`src/rtl/wb_stage.sv`:
```
// Write-back stage: accepts ALU and load results, extends load data, buffers
// pending writes in a small FIFO and drains one per cycle into the register file.
module wb_stage #(
  parameter int XLEN  = 32,
  parameter int DEPTH = 2
) (
  input  logic                     clk,
  input  logic                     rst,
  input  logic                     alu_valid_i,
  input  logic [4:0]               alu_rd_i,
  input  logic [XLEN-1:0]          alu_data_i,
  output logic                     alu_ready_o,
  input  logic                     lsu_valid_i,
  input  logic [4:0]               lsu_rd_i,
  input  logic [XLEN-1:0]          lsu_data_i,
  input  logic [2:0]               lsu_funct3_i,
  input  logic [1:0]               lsu_addr_lo_i,
  output logic                     lsu_ready_o,
  input  logic                     wb_hold_i,
  output logic [4:0]               w_reg_o,
  output logic [XLEN-1:0]          w_data_o,
  output logic                     RegWEn_o,
  input  logic [4:0]               hz_rs1_i,
  input  logic [4:0]               hz_rs2_i,
  output logic                     hz_stall_o,
  output logic [$clog2(DEPTH):0]   count_o
);

  localparam int PW = $clog2(DEPTH);
  localparam int CW = PW + 1;

  logic [4:0]      rd_q   [DEPTH];
  logic [XLEN-1:0] data_q [DEPTH];
  logic [PW-1:0]   rptr, wptr;
  logic [CW-1:0]   count;

  logic            pop, space;
  logic            lsu_fire, alu_fire, store;
  logic [4:0]      enq_rd;
  logic [XLEN-1:0] enq_data;
  logic [XLEN-1:0] load_ext;
  logic [7:0]      load_byte;
  logic [15:0]     load_half;

  assign pop         = (count != '0) && !wb_hold_i;
  assign space       = (count < CW'(DEPTH)) || pop;
  assign lsu_ready_o = space;
  assign alu_ready_o = space && !lsu_valid_i;

  assign lsu_fire = lsu_valid_i && lsu_ready_o;
  assign alu_fire = alu_valid_i && alu_ready_o;

  // Halfword select uses only the upper offset bit; misaligned halves are not split.
  assign load_byte = lsu_data_i[{lsu_addr_lo_i, 3'b000} +: 8];
  assign load_half = lsu_data_i[{lsu_addr_lo_i[1], 4'b0000} +: 16];

  always_comb begin
    load_ext = lsu_data_i;
    case (lsu_funct3_i)
      3'b000:  load_ext = {{(XLEN-8){load_byte[7]}}, load_byte};
      3'b100:  load_ext = {{(XLEN-8){1'b0}}, load_byte};
      3'b001:  load_ext = {{(XLEN-16){load_half[15]}}, load_half};
      3'b101:  load_ext = {{(XLEN-16){1'b0}}, load_half};
      default: load_ext = lsu_data_i;
    endcase
  end

  always_comb begin
    enq_rd   = '0;
    enq_data = '0;
    if (lsu_fire) begin
      enq_rd   = lsu_rd_i;
      enq_data = load_ext;
    end else if (alu_fire) begin
      enq_rd   = alu_rd_i;
      enq_data = alu_data_i;
    end
  end

  // Writes to x0 complete the handshake but never occupy an entry.
  assign store = (lsu_fire || alu_fire) && (enq_rd != 5'd0);

  always_ff @(posedge clk or negedge rst) begin
    if (!rst) begin
      rptr  <= '0;
      wptr  <= '0;
      count <= '0;
      for (int unsigned i = 0; i < DEPTH; i++) begin
        rd_q[i]   <= '0;
        data_q[i] <= '0;
      end
    end else begin
      if (store) begin
        rd_q[wptr]   <= enq_rd;
        data_q[wptr] <= enq_data;
        wptr         <= wptr + 1'b1;
      end
      if (pop) begin
        rptr <= rptr + 1'b1;
      end
      case ({store, pop})
        2'b10:   count <= count + 1'b1;
        2'b01:   count <= count - 1'b1;
        default: count <= count;
      endcase
    end
  end

  assign RegWEn_o = pop;
  assign w_reg_o  = (count != '0) ? rd_q[rptr]   : '0;
  assign w_data_o = (count != '0) ? data_q[rptr] : '0;
  assign count_o  = count;

  always_comb begin
    logic [PW-1:0] offs;
    hz_stall_o = 1'b0;
    offs       = '0;
    for (int unsigned i = 0; i < DEPTH; i++) begin
      offs = PW'(i) - rptr;
      if ({1'b0, offs} < count) begin
        if ((hz_rs1_i != 5'd0 && rd_q[i] == hz_rs1_i) ||
            (hz_rs2_i != 5'd0 && rd_q[i] == hz_rs2_i)) begin
          hz_stall_o = 1'b1;
        end
      end
    end
  end

endmodule

```
`config.mk`:
```
export PLATFORM = sky130hd
export DESIGN_NAME = wb_stage
export DESIGN_NICKNAME = d
export VERILOG_FILES = /design/src/rtl/wb_stage.sv
export SDC_FILE = /design/constraint.sdc
export NUM_CORES = 1
export LEC_CHECK = 0
export ABC_AREA = 1
export CORE_MARGIN = 3
export CORE_UTILIZATION = 25
export DETAILED_ROUTE_END_ITERATION = 10
export PLACE_DENSITY = 0.46
export SLEW_MARGIN = 20
export SYNTH_ARGS = -nofsm -noshare
export SYNTH_HDL_FRONTEND = slang
export SYNTH_SLANG_ARGS = --single-unit
```
`constraint.sdc`:
```
create_clock -name clk -period 4.65 [get_ports clk]
set_input_delay 0.93 -clock clk [delete_from_list [all_inputs] [get_ports clk]]
set_output_delay 0.93 -clock clk [all_outputs]
set_load 0.05 [all_outputs]
```
==> results of run 1 <==
-- final cells by class --
cell class / instances / area (µm²)
clock buffers: 12 / 256
clock inverters: 4 / 45.0
fillers: 2237 / 12800
inverters: 31 / 121
multi-input cells: 641 / 2770
flip-flops and latches: 78 / 1950
well taps: 265 / 332
repair buffers: 144 / 1430
-- routing by layer --
metal | wire length (µm) | track usage, %
met1 | 9430 | 25.2
met2 | 8130 | 26.2
met3 | 926 | 2.68
met5 | 0 | 0
met4 | 280 | 4.99
-- logic make-up (layout without fill, tap and decap cells) --
group | count (synthesis) | count (layout) | synth area share (%)
AOI/OAI and AO/OA | 81 | 81 | 8.05
xor gates and xnor gates | 23 | 23 | 3.98
adders and majority gates | 1 | 1 | 0.247
buffers and inverters | 73 | 191 | 7.02
DFF | 78 | 78 | 38.5
and+or+nand+nor | 536 | 536 | 42.2
-- cells in the final DEF, fill, tap and decap left out, types with 8 or more instances in the layout --
cell             instances
a21oi_1                 48
buf_4                    9
clkbuf_16                9
clkdlybuf4s50_1        134
dfrtp_1                 78
inv_1                   26
nand2_1                460
nand3_1                 41
nand4_1                  9
nor2_1                  14
o21ai_0                 32
xnor2_1                 15
xor2_1                   8
-- worst max-delay path by stage --
stage | end | slack, ps | cells past startpoint
6_report | w_data_o[0] | 990 | 4
5_1_grt | w_data_o[0] | 830 | 4
4_1_cts | w_data_o[0] | 940 | 4
3_5_place_dp | data_q[22]$_DFFE_PN0P_ | 990 | 12
3_3_place_gp | data_q[13]$_DFFE_PN0P_ | 1050 | 12
2_1_floorplan | w_data_o[10] | 1740 | 4
-- cell usage after synthesis, drive strengths merged --
| library cell | count | share of area (%) |
|---|---|---|
| nand2 | 464 | 35 |
| dfrtp | 78 | 39 |
| a21oi | 48 | 4.7 |
| nand3 | 42 | 4.4 |
| o21ai | 32 | 3.2 |
| inv | 31 | 2.4 |
| buf | 25 | 3.4 |
| clkbuf | 17 | 1.3 |
| nor2 | 17 | 1.4 |
| xnor2 | 15 | 2.6 |
| nand4 | 9 | 1.1 |
| xor2 | 8 | 1.4 |
| nor3 | 3 | 0.30 |
| a22oi | 1 | 0.15 |
| and3 | 1 | 0.12 |
| ha | 1 | 0.25 |
-- stage by stage --
step                      hold WS (ps)  total power, mW
after floorplan                    442             2.96
after global placement             457             3.81
after detailed placement           459             3.82
after CTS                          473             4.56
after global routing               494             4.82
final                              468             4.50
-- registers in the layout, indices dropped and copies added (netlist names) --
| name | flops |
|---|---|
| count_o | 2 |
| data_q | 64 |
| rd_q | 10 |
| rptr | 1 |
| wptr | 1 |
-- critical path, delay by kind of cell (launching register included) --
family | cells | cell delay [ps]
and+or+nand+nor | 1 | 80
buffers and inverters | 2 | 1310
AOI/OAI and AO/OA | 1 | 270
DFF | 1 | 710
-- power breakdown --
group / total [mW] / leakage, nW / internal [mW] / switching, mW
logic: 2.52 / 2.25 / 0.799 / 1.72
registers: 1.25 / 1.02 / 1.00 / 0.247
clock network: 0.726 / 0.152 / 0.443 / 0.284
total: 4.50 / 3.42 / 2.24 / 2.25
==> metrics.md, run 1 <==
| Metric | Value |
|---|---|
| Status | completed |
| Clock Skews | about 3.7 ps |
| Worst-path cell chain | buf_4, nand2_1, a21oi_1, clkdlybuf4s50_1 |
| Final WL | 18.8 mm |
| Worst-skew pair later-pin latency | roughly 340 ps |
| Mapped Area | just over 5000 µm² |
| Vias in the first global route | 5296 |
| WHS Endpoint | data_q[38]$_DFFE_PN0P_ |
| Syn_area_per_cell | between 6 and 7 µm² |
| Placed cells | between 1k and 1.5k |
| Slew margin rel. | between 40% and 50% |
| RR Startpoint | count_o[1]$_DFFE_PN0P_ |
| Row count | between 50 and 60 |
| Final setup vio count | 0 |
| WP data required | 3720 ps |
| Worst R2R End | data_q[17]$_DFFE_PN0P_ |
| Drt drc | 0 |
| Top-Level Pins | 137 |
| Final worst slack | about 990 ps |
| Min-delay src | data_q[38]$_DFFE_PN0P_ |
| Final hold vios | 0 |
| Sequential-to-total area share from yosys stat | 38.5% |
| Fmax | 273 MHz |
| H-tree depth | 3 |
| R2R cell count | 11 |
| Max stage delay on crit path | 860 ps |
| Initial Util | between 20% and 30% |
| RSZ-0062 raised after global routing | false |
| GRT Resource Usage Total | 17.2% |
| Crit-path slowest cell | clkdlybuf4s50_1 |
| Initial antenna violation count | 0 |
| CTS root buf | clkbuf_16 |
| Crit path max fanout | 26 |
| Syn nets | 887 |
| P&R area growth vs syn | 36.2% |
| Core Util, Final | 35.1% |
| Worst VDD drop | about 0.22 mV |
| Global route total overflow | 0 |
| Die width | 148 µm |
| IO Port Bufs | 136 |
| Vias per Instance | roughly 4.5 |
| Post-route ant nets | 0 |
| CTS tree | done |
| HPWL Detailed | between 10 and 15 mm |
| Global-route wire length before repair | about 30 mm |
| Mapped Cells | just under 800 |
| First drt pass iteration count | 5 |
| Critical path origin | rptr$_DFFE_PN0P_ |
| Minimum clock period | 3660 ps |
| CP startpoint kind | flip-flop |
| CTS clk-pin slew, worst paths | about 60 ps |
| RD Place Congestion | about 0.87 |
| Final Non-Filler Cells | approximately 1.2k |
| Hold Buf Count CTS | 0 |
| Placed cell areas | ~6600 µm² |
| Post-DR wirelength/cell | roughly 16 µm |
| #FFs+latches synth | slightly below 80 |
| Critical Path AT | approximately 2700 ps |
| Worst Hold Class | reg -> reg |
| Core ar. | between 15000 and 20000 µm² |
| CTS Sinks | slightly below 80 |
| Fin. max-slew vios | 0 |
| Pleak | between 3 and 4 nW |
| Pwr dens | roughly 650 nW/µm² |
| # Max-Cap Violations | 0 |
| Die area | 22000 µm² |
| Pre-CTS WS | between 900 and 1000 ps |
| Share of layout cells above drive strength 1 | 4.18% |
| TNS Setup | 0 ps |
| # Post-CTS Setup Buffers | 0 |
| CP Capture Type | primary output |
| Worst R2R Setup Slack | approximately 2000 ps |
| Least-Margin Pin Slew | ~780 ps |
| Iter 0 DRT Violations | between 400 and 500 |
| Die H | around 150 µm |
| WS Path Type | reg -> out |
| Inserted Diodes | 0 |
| Ys Warns | 0 |
| Clk buf depth | 2 |
| Final instance area | 6900 µm² |
| Final critical-path share of the clock period | about 79% |
| Final #Nets | approximately 1k |
| Post_cts resized | 0 |
| Library cells used by synthesis | 25 |
| Via Count | between 5k and 6k |
| Largest net degree at the start of global routing | 54 |
| Total CTS buffers | 9 |
| Worst Hold Depth | 2 |
Note: power is estimated with default switching activity, not from simulation.
==> run 2, diff against run 1 <==
PLACE_DENSITY = 0.48   (was 0.46)
clock period = 3.03 ns   (was 4.65 ns; I/O delays follow)
==> metrics.md, run 2 (same netlist as run 1, synthesis figures left out) <==
| Metric | Value |
|---|---|
| Die H | 148 µm (unchanged) |
| Vias per Instance | 4.50 (-0.45%) |
| Final Non-Filler Cells | 1187 (+1.0%) |
| Final hold vios | 0 (unchanged) |
| Least-Margin Pin Slew | 518 ps (-261 ps) |
| Initial antenna violation count | 0 (unchanged) |
| Drt drc | 0 (unchanged) |
| Core ar. | 19700 µm² (unchanged) |
| Critical Path AT | 2060 ps (-670 ps) |
| Inserted Diodes | 0 (unchanged) |
| Fmax | ~370 MHz |
| Vias in the first global route | 5312 (+0.30%) |
| Row count | 51 (unchanged) |
| Post-route ant nets | 0 (unchanged) |
| Top reg by flops | data_q |
| CTS root buf | clkbuf_16 |
| Die area | 22000 µm² (unchanged) |
| Minimum clock period | about 2700 ps |
| WP data required | 2420 ps (-1300 ps) |
| Clock Skews | 4.86 ps (+1.17 ps) |
| Slew margin rel. | 65.5% (+18 points) |
| Die width | 148 µm (unchanged) |
| First drt pass iteration count | 5 (unchanged) |
| RSZ-0062 raised after global routing | false |
| Initial Util | 25.8% (unchanged) |
| Clk buf depth | 2 (unchanged) |
| CTS Sinks | 78 (unchanged) |
| Global-route wire length before repair | 29.2 mm (-0.28%) |
| Post-DR wirelength/cell | 15.6 µm (-2.1%) |
| Final WL | 18.6 mm (-1.1%) |
| Worst-skew pair later-pin latency | 340 ps (about the same) |
| Pleak | 3.56 nW (+4.1%) |
| Worst Hold Class | in -> async |
| Final critical-path share of the clock period | 88.0% |
| Status | completed |
| CP Capture Type | primary output |
| Placed cells | 1171 (+1.0%) |
| Fin. max-slew vios | 0 (unchanged) |
| Worst VDD drop | 0.307 mV (+38%) |
| TNS Setup | 0 ps (unchanged) |
| CP startpoint kind | input port |
| HPWL Detailed | 13.5 mm (+0.65%) |
| Total CTS buffers | 9 (unchanged) |
| # Post-CTS Setup Buffers | 0 (unchanged) |
| Global route total overflow | 0 (unchanged) |
| Final setup vio count | 0 (unchanged) |
| Most frequent cells in the layout | 460 x nand2_1, 94 x clkdlybuf4s50_1, 78 x dfrtp_1, 57 x buf_4, 48 x a21oi_1 |
| Top-Level Pins | 137 (unchanged) |
| GRT Resource Usage Total | 17.0% (-0.13 points) |
| Pwr dens | 999 nW/µm² (+53%) |
| Crit path max fanout | 3 (-88%) |
| P&R area growth vs syn | 37.5% |
| Post_cts resized | 0 (unchanged) |
| RD Place Congestion | 0.852 (-2.4%) |
| Final #Nets | 1012 (+1.2%) |
| Most common cell after layout, fill and taps aside | nand2_1 |
| # Max-Cap Violations | 0 (unchanged) |
| Iter 0 DRT Violations | 417 (+3.0%) |
| CTS tree | done |
| H-tree depth | 3 (unchanged) |
| IO Port Bufs | 136 (unchanged) |
| Largest net degree at the start of global routing | 79 (+46%) |
| Hold Buf Count CTS | 0 (unchanged) |
| WS Path Type | in -> out |
| CTS clk-pin slew, worst paths | 60 ps (about the same) |
| Via Count | 5347 (+0.56%) |
| Max reg flops | 64 (unchanged) |
| Share of layout cells above drive strength 1 | 9.87% (+5.7 points) |
==> run 2: final cells by class <==
cell class	instances	area (µm²)
clock buffer	10	239
clock inverter	6	85.1
fill	2222	12700
inverter	31	121
multi-input combinational	641	2770
sequential	78	1950
tap	265	332
timing repair buffer	156	1470
==> run 2: final timing paths <==
check	cells past startpoint	slack, ps	end	start
worst max-delay path	7	360	hz_stall_o	hz_rs1_i[0]
worst min-delay path	2	280	data_q[23]$_DFFE_PN0P_	rst
worst max register to register	12	940	count_o[1]$_DFFE_PN0P_	count_o[1]$_DFFE_PN0P_
worst min register to register	2	470	data_q[5]$_DFFE_PN0P_	data_q[5]$_DFFE_PN0P_
max in group asynchronous	2	2380	data_q[6]$_DFFE_PN0P_	rst
min in group clk	2	470	data_q[5]$_DFFE_PN0P_	data_q[5]$_DFFE_PN0P_
==> run 2: stage by stage <==
step	cell area [µm²]	power, mW	worst slack (ps)	utilization, %	hold slack [ps]
5_1_grt	6960	7.44	321	35.4	331
6_report	6960	6.96	362	35.4	281
4_1_cts	6960	7.04	396	35.4	309
3_3_place_gp	6640	5.82	355	33.8	455
3_5_place_dp	6640	5.84	312	33.8	459
2_1_floorplan	5060	4.54	444	-	310
==> run 2: metal layers <==
| layer | GRT usage, % | vias to the layer above | routed length (µm) |
|---|---|---|---|
| met5 | 0 | - | 0 |
| met4 | 3.93 | 0 | 178 |
| met3 | 3.02 | 15 | 1040 |
| met2 | 26.7 | 156 | 8370 |
| met1 | 24.6 | 2454 | 8970 |
| li1 | - | 2722 | - |
==> run 2: worst max-delay path, stage by stage <==
cell and delay [ps]:
clkdlybuf4s50_1 540, xnor2_1 140, nand4_1 120, o21ai_0 290, nand2_1 80, nand2_1 130, buf_12 150
==> run 2: report_power, final <==
part	internal (mW)	switching, mW
registers	1.54	0.342
logic	1.20	2.69
clock network	0.741	0.437
